`config.mk`:
```
export PLATFORM = sky130hd
export DESIGN_NAME = sprite_line_server
export DESIGN_NICKNAME = d
export VERILOG_FILES = /design/src/rtl/sprite_pkg.sv /design/src/rtl/sprite_rom_sync.sv /design/src/rtl/sprite_line_server.sv
export SDC_FILE = /design/constraint.sdc
export NUM_CORES = 1
export LEC_CHECK = 0
export ABC_AREA = 1
export CAP_MARGIN = 20
export CORE_MARGIN = 2
export CORE_UTILIZATION = 56
export DETAILED_ROUTE_END_ITERATION = 10
export DONT_BUFFER_PORTS = 1
export HOLD_SLACK_MARGIN = 0.06
export PLACE_DENSITY = 0.74
export SYNTH_ARGS = -nofsm -noshare
export SYNTH_HDL_FRONTEND = slang
export SYNTH_SLANG_ARGS = --single-unit
```
`constraint.sdc`:
```
create_clock -name Clk -period 1.51 [get_ports Clk]
set_input_delay 0.302 -clock Clk [delete_from_list [all_inputs] [get_ports Clk]]
set_output_delay 0.302 -clock Clk [all_outputs]
set_load 0.05 [all_outputs]
```
`src/rtl/sprite_pkg.sv`:
```
// ============================================================================
// Package     : sprite_pkg
// Description : Shared definitions for the sprite line server: default
//               geometry, the sprite bitmap table, the line-server FSM state
//               type and a bounds-safe table lookup helper.
// Revision    : 1.0 - initial release
// ============================================================================
`default_nettype none

package sprite_pkg;

   // Default geometry
   localparam int DEF_SPRITE_W    = 8;
   localparam int DEF_SPRITE_H    = 8;
   localparam int DEF_NUM_SPRITES = 3;
   localparam int DEF_NUM_FRAMES  = 2;
   localparam int TABLE_DEPTH     = DEF_NUM_SPRITES * DEF_NUM_FRAMES * DEF_SPRITE_H;

   // Bitmap words, grouped sprite-major, then frame, then row. MSB = leftmost pixel.
   localparam logic [DEF_SPRITE_W-1:0] SPRITE_TABLE [0:TABLE_DEPTH-1] = '{
      // sprite 0, frame 0
      8'h18, 8'h3C, 8'h7E, 8'hDB, 8'hFF, 8'h24, 8'h5A, 8'hA5,
      // sprite 0, frame 1
      8'h18, 8'h3C, 8'h7E, 8'hFF, 8'hA5, 8'h24, 8'h42, 8'h81,
      // sprite 1, frame 0
      8'h00, 8'h3C, 8'h42, 8'h99, 8'hBD, 8'h42, 8'h3C, 8'h00,
      // sprite 1, frame 1
      8'h24, 8'h7E, 8'hDB, 8'h56, 8'hFF, 8'h7E, 8'h24, 8'h66,
      // sprite 2, frame 0
      8'h81, 8'h42, 8'h24, 8'h18, 8'h18, 8'h24, 8'h42, 8'h81,
      // sprite 2, frame 1
      8'h3C, 8'h66, 8'hC3, 8'h81, 8'h81, 8'hC3, 8'h66, 8'h3C
   };

   typedef enum logic [1:0] {
      IDLE  = 2'd0,
      FETCH = 2'd1,
      SHIFT = 2'd2
   } sprite_line_state_t;

   // Addresses beyond the table read as blank rather than wrapping.
   function automatic logic [DEF_SPRITE_W-1:0] sprite_table_word(input logic [31:0] addr);
      logic [DEF_SPRITE_W-1:0] word;
      word = '0;
      if (addr < 32'(TABLE_DEPTH)) begin
         word = SPRITE_TABLE[addr[5:0]];
      end
      return word;
   endfunction

endpackage

`default_nettype wire

```
`src/rtl/sprite_rom_sync.sv`:
```
// ============================================================================
// Module      : sprite_rom_sync
// Description : Registered single-port ROM holding the sprite table, one
//               cycle read latency. The output register only updates when
//               rd_en_i is high, so it doubles as the held line register.
// Ports       : Clk        - clock, rising edge
//               Reset_n    - asynchronous active-low reset (clears output)
//               rd_en_i    - load the addressed word into the output register
//               rd_addr_i  - word address
//               rd_data_o  - registered word
// Revision    : 1.0 - initial release
// ============================================================================
`default_nettype none

module sprite_rom_sync
   import sprite_pkg::*;
#(
   parameter int WIDTH  = DEF_SPRITE_W,
   parameter int DEPTH  = TABLE_DEPTH,
   parameter int ADDR_W = (DEPTH > 1) ? $clog2(DEPTH) : 1
) (
   input  logic              Clk,
   input  logic              Reset_n,
   input  logic              rd_en_i,
   input  logic [ADDR_W-1:0] rd_addr_i,
   output logic [WIDTH-1:0]  rd_data_o
);

   logic [WIDTH-1:0] data_q;
   logic [WIDTH-1:0] data_d;

   always_comb begin
      data_d = '0;
      if (32'(rd_addr_i) < 32'(DEPTH)) begin
         data_d = WIDTH'(sprite_table_word(32'(rd_addr_i)));
      end
   end

   always_ff @(posedge Clk or negedge Reset_n) begin
      if (!Reset_n) begin
         data_q <= '0;
      end else if (rd_en_i) begin
         data_q <= data_d;
      end
   end

   assign rd_data_o = data_q;

endmodule

`default_nettype wire

```
`src/rtl/sprite_line_server.sv`:
```
// ============================================================================
// Module      : sprite_line_server
// Description : Accepts a (sprite, frame, row) line request, reads the bitmap
//               word from a registered ROM, then streams it one pixel per
//               accepted beat. Out-of-range requests are accepted and produce
//               a blank line flagged by req_err.
// Build macro : SPRITE_MIRROR_EN - when defined, req_mirror is captured with
//               the request and reverses the pixel order of that line.
// Ports       : Clk, Reset_n                       - clock / async low reset
//               req_valid/req_ready                - request handshake
//               req_sprite/req_frame/req_row       - line selection
//               req_mirror                         - horizontal mirror
//               pix_valid/pix_ready                - pixel stream handshake
//               pix_data/pix_col/pix_last          - pixel beat payload
//               req_err                            - current line out of range
// Revision    : 1.0 - initial release
// ============================================================================
`default_nettype none

module sprite_line_server
   import sprite_pkg::*;
#(
   parameter int SPRITE_W    = DEF_SPRITE_W,
   parameter int SPRITE_H    = DEF_SPRITE_H,
   parameter int NUM_SPRITES = DEF_NUM_SPRITES,
   parameter int NUM_FRAMES  = DEF_NUM_FRAMES,
   parameter int SID_W       = (NUM_SPRITES > 1) ? $clog2(NUM_SPRITES) : 1,
   parameter int FR_W        = (NUM_FRAMES > 1)  ? $clog2(NUM_FRAMES)  : 1,
   parameter int ROW_W       = (SPRITE_H > 1)    ? $clog2(SPRITE_H)    : 1,
   parameter int COL_W       = (SPRITE_W > 1)    ? $clog2(SPRITE_W)    : 1
) (
   input  logic             Clk,
   input  logic             Reset_n,
   input  logic             req_valid,
   output logic             req_ready,
   input  logic [SID_W-1:0] req_sprite,
   input  logic [FR_W-1:0]  req_frame,
   input  logic [ROW_W-1:0] req_row,
   input  logic             req_mirror,
   output logic             pix_valid,
   input  logic             pix_ready,
   output logic             pix_data,
   output logic [COL_W-1:0] pix_col,
   output logic             pix_last,
   output logic             req_err
);

   localparam int DEPTH  = NUM_SPRITES * NUM_FRAMES * SPRITE_H;
   localparam int ADDR_W = (DEPTH > 1) ? $clog2(DEPTH) : 1;
   localparam logic [COL_W-1:0] LAST_COL = COL_W'(SPRITE_W - 1);

   sprite_line_state_t state_q, state_d;
   logic [SID_W-1:0]   sprite_q, sprite_d;
   logic [FR_W-1:0]    frame_q, frame_d;
   logic [ROW_W-1:0]   row_q, row_d;
   logic               err_q, err_d;
   logic [COL_W-1:0]   col_q, col_d;

   logic               w_accept;
   logic               w_beat;
   logic               w_range_bad;
   logic               w_reverse;
   logic [ADDR_W-1:0]  w_rom_addr;
   logic [SPRITE_W-1:0] w_rom_word;
   logic [SPRITE_W-1:0] w_line;
   logic [COL_W-1:0]   w_bit_idx;

   assign w_accept = req_valid && (state_q == IDLE);
   assign w_beat   = (state_q == SHIFT) && pix_ready;

   assign w_range_bad = (32'(req_sprite) >= 32'(NUM_SPRITES)) ||
                        (32'(req_frame)  >= 32'(NUM_FRAMES))  ||
                        (32'(req_row)    >= 32'(SPRITE_H));

`ifdef SPRITE_MIRROR_EN
   logic mirror_q, mirror_d;

   always_comb begin
      mirror_d = mirror_q;
      if (w_accept) begin
         mirror_d = req_mirror;
      end
   end

   always_ff @(posedge Clk or negedge Reset_n) begin
      if (!Reset_n) begin
         mirror_q <= 1'b0;
      end else begin
         mirror_q <= mirror_d;
      end
   end

   assign w_reverse = mirror_q;
`else
   logic w_unused_mirror;
   assign w_unused_mirror = req_mirror;
   assign w_reverse       = 1'b0;
`endif

   // Request capture and line sequencing
   always_comb begin
      state_d  = state_q;
      sprite_d = sprite_q;
      frame_d  = frame_q;
      row_d    = row_q;
      err_d    = err_q;
      col_d    = col_q;
      case (state_q)
         IDLE: begin
            if (w_accept) begin
               sprite_d = req_sprite;
               frame_d  = req_frame;
               row_d    = req_row;
               err_d    = w_range_bad;
               state_d  = FETCH;
            end
         end
         FETCH: begin
            col_d   = '0;
            state_d = SHIFT;
         end
         SHIFT: begin
            if (w_beat) begin
               if (col_q == LAST_COL) begin
                  col_d   = '0;
                  state_d = IDLE;
               end else begin
                  col_d = col_q + 1'b1;
               end
            end
         end
         default: begin
            state_d = IDLE;
         end
      endcase
   end

   always_ff @(posedge Clk or negedge Reset_n) begin
      if (!Reset_n) begin
         state_q  <= IDLE;
         sprite_q <= '0;
         frame_q  <= '0;
         row_q    <= '0;
         err_q    <= 1'b0;
         col_q    <= '0;
      end else begin
         state_q  <= state_d;
         sprite_q <= sprite_d;
         frame_q  <= frame_d;
         row_q    <= row_d;
         err_q    <= err_d;
         col_q    <= col_d;
      end
   end

   // Address arithmetic done at 32 bits, then narrowed to the ROM width.
   assign w_rom_addr = ADDR_W'((32'(sprite_q) * 32'(NUM_FRAMES) + 32'(frame_q))
                               * 32'(SPRITE_H) + 32'(row_q));

   // ROM output register is the line register; it loads only in FETCH.
   sprite_rom_sync #(
      .WIDTH  (SPRITE_W),
      .DEPTH  (DEPTH),
      .ADDR_W (ADDR_W)
   ) u_rom (
      .Clk       (Clk),
      .Reset_n   (Reset_n),
      .rd_en_i   (state_q == FETCH),
      .rd_addr_i (w_rom_addr),
      .rd_data_o (w_rom_word)
   );

   // Out-of-range lines are blanked regardless of what the ROM returned.
   assign w_line    = err_q ? '0 : w_rom_word;
   assign w_bit_idx = w_reverse ? col_q : (LAST_COL - col_q);

   assign req_ready = (state_q == IDLE);
   assign pix_valid = (state_q == SHIFT);
   assign pix_data  = pix_valid && w_line[w_bit_idx];
   assign pix_col   = col_q;
   assign pix_last  = pix_valid && (col_q == LAST_COL);
   assign req_err   = err_q;

endmodule

`default_nettype wire
```
== Word-level counts from Yosys, hierarchy flattened ==
Memory sizes are Yosys's and may differ from the RTL's.
Cells that the tools add are included.

* Flip-flop bits (word level): 20
* ROM bits: 512
* Bits of input ports: 11
* Output and inout bits: 8
* Logic and storage cells: 45
* Memories kept: 1

* $add $sub $neg: 4
* $lt $le $gt $ge: 4
* Equal/unequal tests: 6
* Multiplexer cells: 13
* Bitwise logic cells: 1
* Reduce and logical (&&, ||, !) cells: 9

{| class="wikitable"
|+ Memories
! memory !! words !! width !! rd ports !! clocked after Yosys merged registers in !! wr ports !! line !! text
|-
| (name not given) || 64 || 8 || 1 || 0 || 0 || sprite_pkg.sv:46 || <nowiki>word = SPRITE_TABLE[addr[5:0]];</nowiki>
|}

{| class="wikitable"
|+ Operator list
! cell !! count
|-
| 8-bit 2-to-1 mux || 4
|-
| 7-bit >= comparator, second input constant || 1
|-
| 6-bit inverter with 7-bit output || 1
|-
| 6-bit by 3-bit adder with 6-bit output || 1
|-
| 6-bit less-than comparator, second input constant || 1
|-
| 2-bit 2-to-1 mux || 3
|-
| 3-bit 2-to-1 mux || 2
|-
| 2-bit by 1-bit inequality test with 1-bit output, second input constant || 3
|-
| 2-bit case mux with 3 select lines || 1
|-
| 3-bit case mux with 2 select lines || 1
|-
| 1-bit logical AND || 4
|-
| 3-bit by 4-bit less-than comparator with 1-bit output, second input constant || 1
|-
| 2-bit AND reduction || 2
|-
| 3-bit by 1-bit adder with 3-bit output || 1
|-
| 3-bit by 1-bit adder with 3-bit output, second input constant || 1
|-
| 1-bit binary-select mux with 3-bit select || 1
|-
| 3-bit equality test, second input constant || 1
|-
| 3-bit AND reduction || 1
|-
| 3-bit subtractor, first input constant || 1
|-
| 2-bit by 1-bit equality test with 1-bit output, second input constant || 1
|-
| 2-bit equality test, second input constant || 1
|-
| 2-bit >= comparator, second input constant || 1
|-
| 2-bit logical NOT || 1
|-
| 2-bit nonzero test || 1
|-
| 1-bit 2-to-1 mux || 1
|}

== Logic depth before layout (Yosys ltp) ==
* Word-level depth: 7
* Gate-level depth with buffers: 12
* Mapped depth without buffers: 12

== Hierarchy ==
From an unflattened synthesis, not the netlist that was laid out.

* Cells, all modules: 196
* Area, all modules: 1388.8 µm²

{| class="wikitable"
|+ Modules (own cells, without submodules)
! module !! times used !! cells an instance !! area an instance (µm²) !! sequential area each (µm²)
|-
| sprite_rom_sync || 1 || 114 || 723.2 || 150.1
|-
| sprite_line_server || 1 || 82 || 665.6 || 300.3
|}

== Worst setup path before layout ==
Ideal clock, no wire load.

* Kind: register to output
* Start: register col_q[0] (netlist: pix_col[0])
* End: output pix_last
* Arrival: 2173 ps
* Data required time: 1208 ps
* Path slack: -965 ps
* Cell stages (with the launch flop): 5
* Buffers on the path: 0
* Cell sequence: dfrtp_1 -> ha_1 -> ha_1 -> inv_1 -> nor3_1

* Longest elaborated chain between the ends: 2

{| class="wikitable"
|+ RTL lines
! what !! line !! text
|-
| from (decl) || sprite_line_server.sv:57 || <nowiki>logic [COL_W-1:0] col_q, col_d;</nowiki>
|-
| from (signal assigned) || sprite_line_server.sv:152 || <nowiki>col_q <= col_d;</nowiki>
|-
| 3-bit equality test || sprite_line_server.sv:181 || <nowiki>assign pix_last = pix_valid && (col_q == LAST_COL);</nowiki>
|-
| 1-bit logical AND || sprite_line_server.sv:181 ||
|-
| to (decl) || sprite_line_server.sv:44 || <nowiki>output logic pix_last,</nowiki>
|}

No other way between the ends.

== Worst setup path after layout ==
* Start: register col_q[0] (netlist: pix_col[0])
* End: output pix_data

* Longest elaborated chain between the ends: 4

{| class="wikitable"
|+ RTL lines
! what !! line !! text
|-
| 3-bit subtractor || sprite_line_server.sv:175 || <nowiki>assign w_bit_idx = w_reverse ? col_q : (LAST_COL - col_q);</nowiki>
|-
| 1-bit binary-select mux with 3-bit select || sprite_line_server.sv:179 || <nowiki>assign pix_data = pix_valid && w_line[w_bit_idx];</nowiki>
|-
| 1-bit 2-to-1 mux (not written as such) || sprite_line_server.sv:179 ||
|-
| 1-bit logical AND || sprite_line_server.sv:179 ||
|-
| to (decl) || sprite_line_server.sv:42 || <nowiki>output logic pix_data,</nowiki>
|}

No other way between the ends. The select of a mux whose other input is x is not followed.

==> impl_metrics.prom <==
# TYPE chip_impl_metric gauge
chip_impl_metric{name="number_of_antenna_violations_at_the_first_check_in_global_routing",unit=""} 0
chip_impl_metric{name="drt_pass1_iterations",unit=""} 4
chip_impl_metric{name="netlist_area",unit="sq um"} 1270
chip_impl_metric{name="grt_start_max_net_pins",unit=""} 19
chip_impl_metric{name="globalplace.congestion",unit=""} 0.903
chip_impl_metric{name="synth_top_area_share",unit=""} 0.354
chip_impl_metric{name="max_clock_freq",unit="MHz"} 536
chip_impl_metric{name="die_height",unit="um"} 51.7
chip_impl_info{name="rsz_0062_raised_after_global_routing",value="yes"} 1
chip_impl_metric{name="clock_period_minus_final_worst_setup_slack",unit="ns"} 1.87
chip_impl_info{name="timing.critical_path.from_type",value="register"} 1
chip_impl_metric{name="numPlacedInstances",unit=""} 234
chip_impl_metric{name="worstPathArrival",unit="ns"} 1.57
chip_impl_metric{name="critPathMaxFanout",unit=""} 4
chip_impl_metric{name="flip_flop_and_latch_count_after_synthesis",unit=""} 18
chip_impl_metric{name="fin_crit_sh",unit=""} 1.24
chip_impl_metric{name="place_hpwl",unit="um"} 2400
chip_impl_metric{name="cts_num_sinks",unit=""} 18
chip_impl_metric{name="io_buffers",unit=""} 0
chip_impl_metric{name="critical_path.max_stage_delay",unit="ns"} 0.45
chip_impl_metric{name="die-area",unit="sq um"} 2670
chip_impl_info{name="timing.hold.worst.class",value="input pin to register"} 1
chip_impl_metric{name="timing_max_transition_violations_final",unit=""} 0
chip_impl_metric{name="cp_num_buf_inv",unit=""} 2
chip_impl_metric{name="clkTransAtPathRegs",unit="ns"} 0.11
chip_impl_info{name="holdCritStartpoint",value="req_frame"} 1
chip_impl_metric{name="clock_insertion_delay_at_the_later_pin_of_the_skew_report",unit="ns"} 0.31
chip_impl_metric{name="dr.first_iter.drc_count",unit=""} 32
chip_impl_info{name="ctsRootBufferMaster",value="clkbuf_4"} 1
chip_impl_metric{name="initial_core_util",unit=""} 0.587
chip_impl_metric{name="worst_pin_slew",unit="ns"} 0.789
chip_impl_info{name="synth.largest_area_cell",value="dfrtp_1"} 1
chip_impl_info{name="tritoncts",value="built"} 1
chip_impl_info{name="synth_top_cells_by_area",value="dfrtp_1 35%, nand2_1 22%, ha_1 8.8%"} 1
chip_impl_info{name="critical_path.reg2reg.startpoint",value="row_q[0]"} 1
chip_impl_metric{name="drt-vias-per-instance",unit=""} 5.63
chip_impl_metric{name="finalWirelength",unit="um"} 3620
chip_impl_metric{name="syn_to_final_growth",unit="%"} 42.6
chip_impl_metric{name="drt-wirelength-per-cell",unit="um"} 14.6
chip_impl_metric{name="setup_viol",unit=""} 7
chip_impl_metric{name="setup-tns-final",unit="ns"} -0.901
chip_impl_metric{name="clock-skew-final",unit="ns"} 0.0148
chip_impl_metric{name="synth.yosys.seq_area_share",unit=""} 0.354
chip_impl_info{name="cpLargestDelayFamily",value="simple AND/OR/NAND/NOR gates"} 1
chip_impl_metric{name="buffers_from_clock_root_to_sink_at_most",unit=""} 2
chip_impl_metric{name="post_synth_num_cell_types",unit=""} 22
chip_impl_metric{name="stdcell_area",unit="sq um"} 1810
chip_impl_metric{name="syn_area_per_cell",unit="sq um"} 6.80
chip_impl_metric{name="num_vias",unit=""} 1397
chip_impl_metric{name="post-route-worst-setup-slack",unit="ns"} -0.357
chip_impl_info{name="crit_top_cell",value="nor2_4"} 1
chip_impl_metric{name="yosys_warnings",unit=""} 0
chip_impl_metric{name="hold_viol",unit=""} 0
chip_impl_info{name="crit_path_cells",value="inv_4 -> nor2_4 -> nor3_2 -> o21ai_1 -> nand3_2 -> nand2_2 -> nor2_4 -> buf_12"} 1
chip_impl_metric{name="top_level_ports",unit=""} 19
chip_impl_metric{name="route.detailed.drc",unit=""} 0
chip_impl_metric{name="grt.total_usage",unit=""} 0.268
chip_impl_metric{name="final_layout_size_suffix_gt1_frac",unit=""} 0.364
chip_impl_metric{name="std_cell_rows",unit=""} 17
chip_impl_info{name="setup.worst_path.class",value="register to primary output"} 1
chip_impl_metric{name="timing.max_cap.violations",unit=""} 0
chip_impl_metric{name="grt_first_pass_wirelength",unit="um"} 5310
chip_impl_metric{name="fillerInstances",unit=""} 135
chip_impl_metric{name="cts_inserted_buffers",unit=""} 3
chip_impl_metric{name="count_of_placed_standard_cells_in_the_final_layout_fillers_left_out",unit=""} 248
chip_impl_metric{name="synthesis.instances",unit=""} 187
chip_impl_metric{name="place_area",unit="sq um"} 1530
chip_impl_metric{name="count_of_nets_left_with_antenna_violations_after_detail_routing",unit=""} 0
chip_impl_info{name="startpoint",value="pix_col[0]"} 1
chip_impl_metric{name="slew_headroom",unit=""} 0.472
chip_impl_metric{name="die_w",unit="um"} 51.7
chip_impl_info{name="critical_path.endpoint_type",value="primary output"} 1
chip_impl_info{name="cp_slowest_cell",value="dfrtp_2"} 1
chip_impl_metric{name="timing.critical_path.required",unit="ns"} 1.21
chip_impl_metric{name="nets",unit=""} 241
chip_impl_metric{name="remaining_global_route_overflow",unit=""} 0
chip_impl_metric{name="syn-num-nets",unit=""} 207
chip_impl_metric{name="cts_htree_levels",unit=""} 1
chip_impl_metric{name="insertedDiodeCount",unit=""} 0
chip_impl_metric{name="first_global_vias",unit=""} 1225
chip_impl_info{name="outcome",value="finished, violations left"} 1
chip_impl_metric{name="multi_input_area",unit="sq um"} 926
chip_impl_metric{name="layout.area.seq",unit="sq um"} 455
chip_impl_metric{name="fp.coreArea",unit="sq um"} 2170
chip_impl_info{name="violations_in_the_final_reports",value="negative setup slack"} 1
-- routing by layer --
layer  vias up  wire, um  GRT usage
met5         -         0          0
met4         0        66      0.101
met3         8       161     0.0546
met2        53      1910      0.496
met1       664      1480      0.300
li1        672         -          -
-- final timing paths --
kind	cells after the start	slack, ns	to
max in group asynchronous	1	0.45	pix_col[0]
min in group asynchronous	1	0.51	pix_col[2]
max reg2reg	12	-0.11	u_rom.rd_data_o[2]
min reg2reg	2	0.50	u_rom.rd_data_o[5]
min	2	0.11	frame_q
max	8	-0.36	pix_data
-- synth_stat cells --
| cell | instances |
|---|---|
| inv_1 | 16 |
| o21ai_1 | 2 |
| o21ai_0 | 17 |
| a21oi_1 | 6 |
| o22ai_1 | 1 |
| inv_2 | 1 |
| o21bai_1 | 1 |
| buf_6 | 1 |
| o211ai_1 | 5 |
| nor3_1 | 2 |
| nand3_1 | 12 |
| buf_2 | 2 |
| ha_1 | 9 |
| dfrtp_1 | 18 |
| nand2_2 | 1 |
| nand2_1 | 74 |
| a21oi_2 | 1 |
| o21ai_2 | 1 |
| nor2_1 | 13 |
| a22oi_1 | 1 |
| buf_4 | 1 |
| or2_1 | 2 |
-- layout make-up --
class / instances / area share
multi-input combinational: 148 / 0.510
sequential: 18 / 0.251
timing repair buffer: 33 / 0.160
inverter: 17 / 0.0393
clock buffer: 4 / 0.0200
tap: 28 / 0.0193
-- metrics by stage --
stage	utilization	hold WS, ns	setup WS, ns
3_5_place_dp	0.704	0.00679	-0.0466
2_1_floorplan	-	0.00641	-0.142
6_report	0.836	0.110	-0.357
5_1_grt	0.836	0.119	-0.379
3_3_place_gp	0.704	0.00677	-0.00460
4_1_cts	0.748	0.118	-0.279
-- cells by family after synthesis --
| kind of cell | count (synthesis) | share of synthesized area |
|---|---|---|
| AND/OR/NAND/NOR | 104 | 0.326 |
| AO/OA/AOI/OAI | 35 | 0.158 |
| adder cells (fa/ha/maj) | 9 | 0.0885 |
| flip-flops | 18 | 0.354 |
| buffers and inverters | 21 | 0.0728 |
-- state kept, by name, indices dropped and copies added (netlist names) --
name and cells:
req_err 1, row_q 3, sprite_q 2, u_rom.rd_data_o 6, pix_col 3, state_q 2, frame_q 1
-- cell usage in the layout, fill, tap and decap left out, drive strengths merged --
cell and instances:
a21oi 7, a22oi 1, buf 32, clkbuf 4, clkinv 1, dfrtp 18, dlygate4sd3 1, ha 9
inv 16, nand2 75, nand3 12, nor2 13, nor3 2, o211ai 5, o21ai 20, o21bai 1
o22ai 1, or2 2
-- repair_timing --
item / 4_1_cts / 5_1_grt
resized for setup: 10 / 40
hold endpoints to repair: 18 / 0
hold buffers: 1 / 0
endpoints found under the setup margin: 5 / 9
setup buffers: 3 / 7
pin swaps: 5 / 22
Power is left out: the tool's default activity adds up to more than one toggle a clock period on the data nets, which glitch-free logic cannot reach.
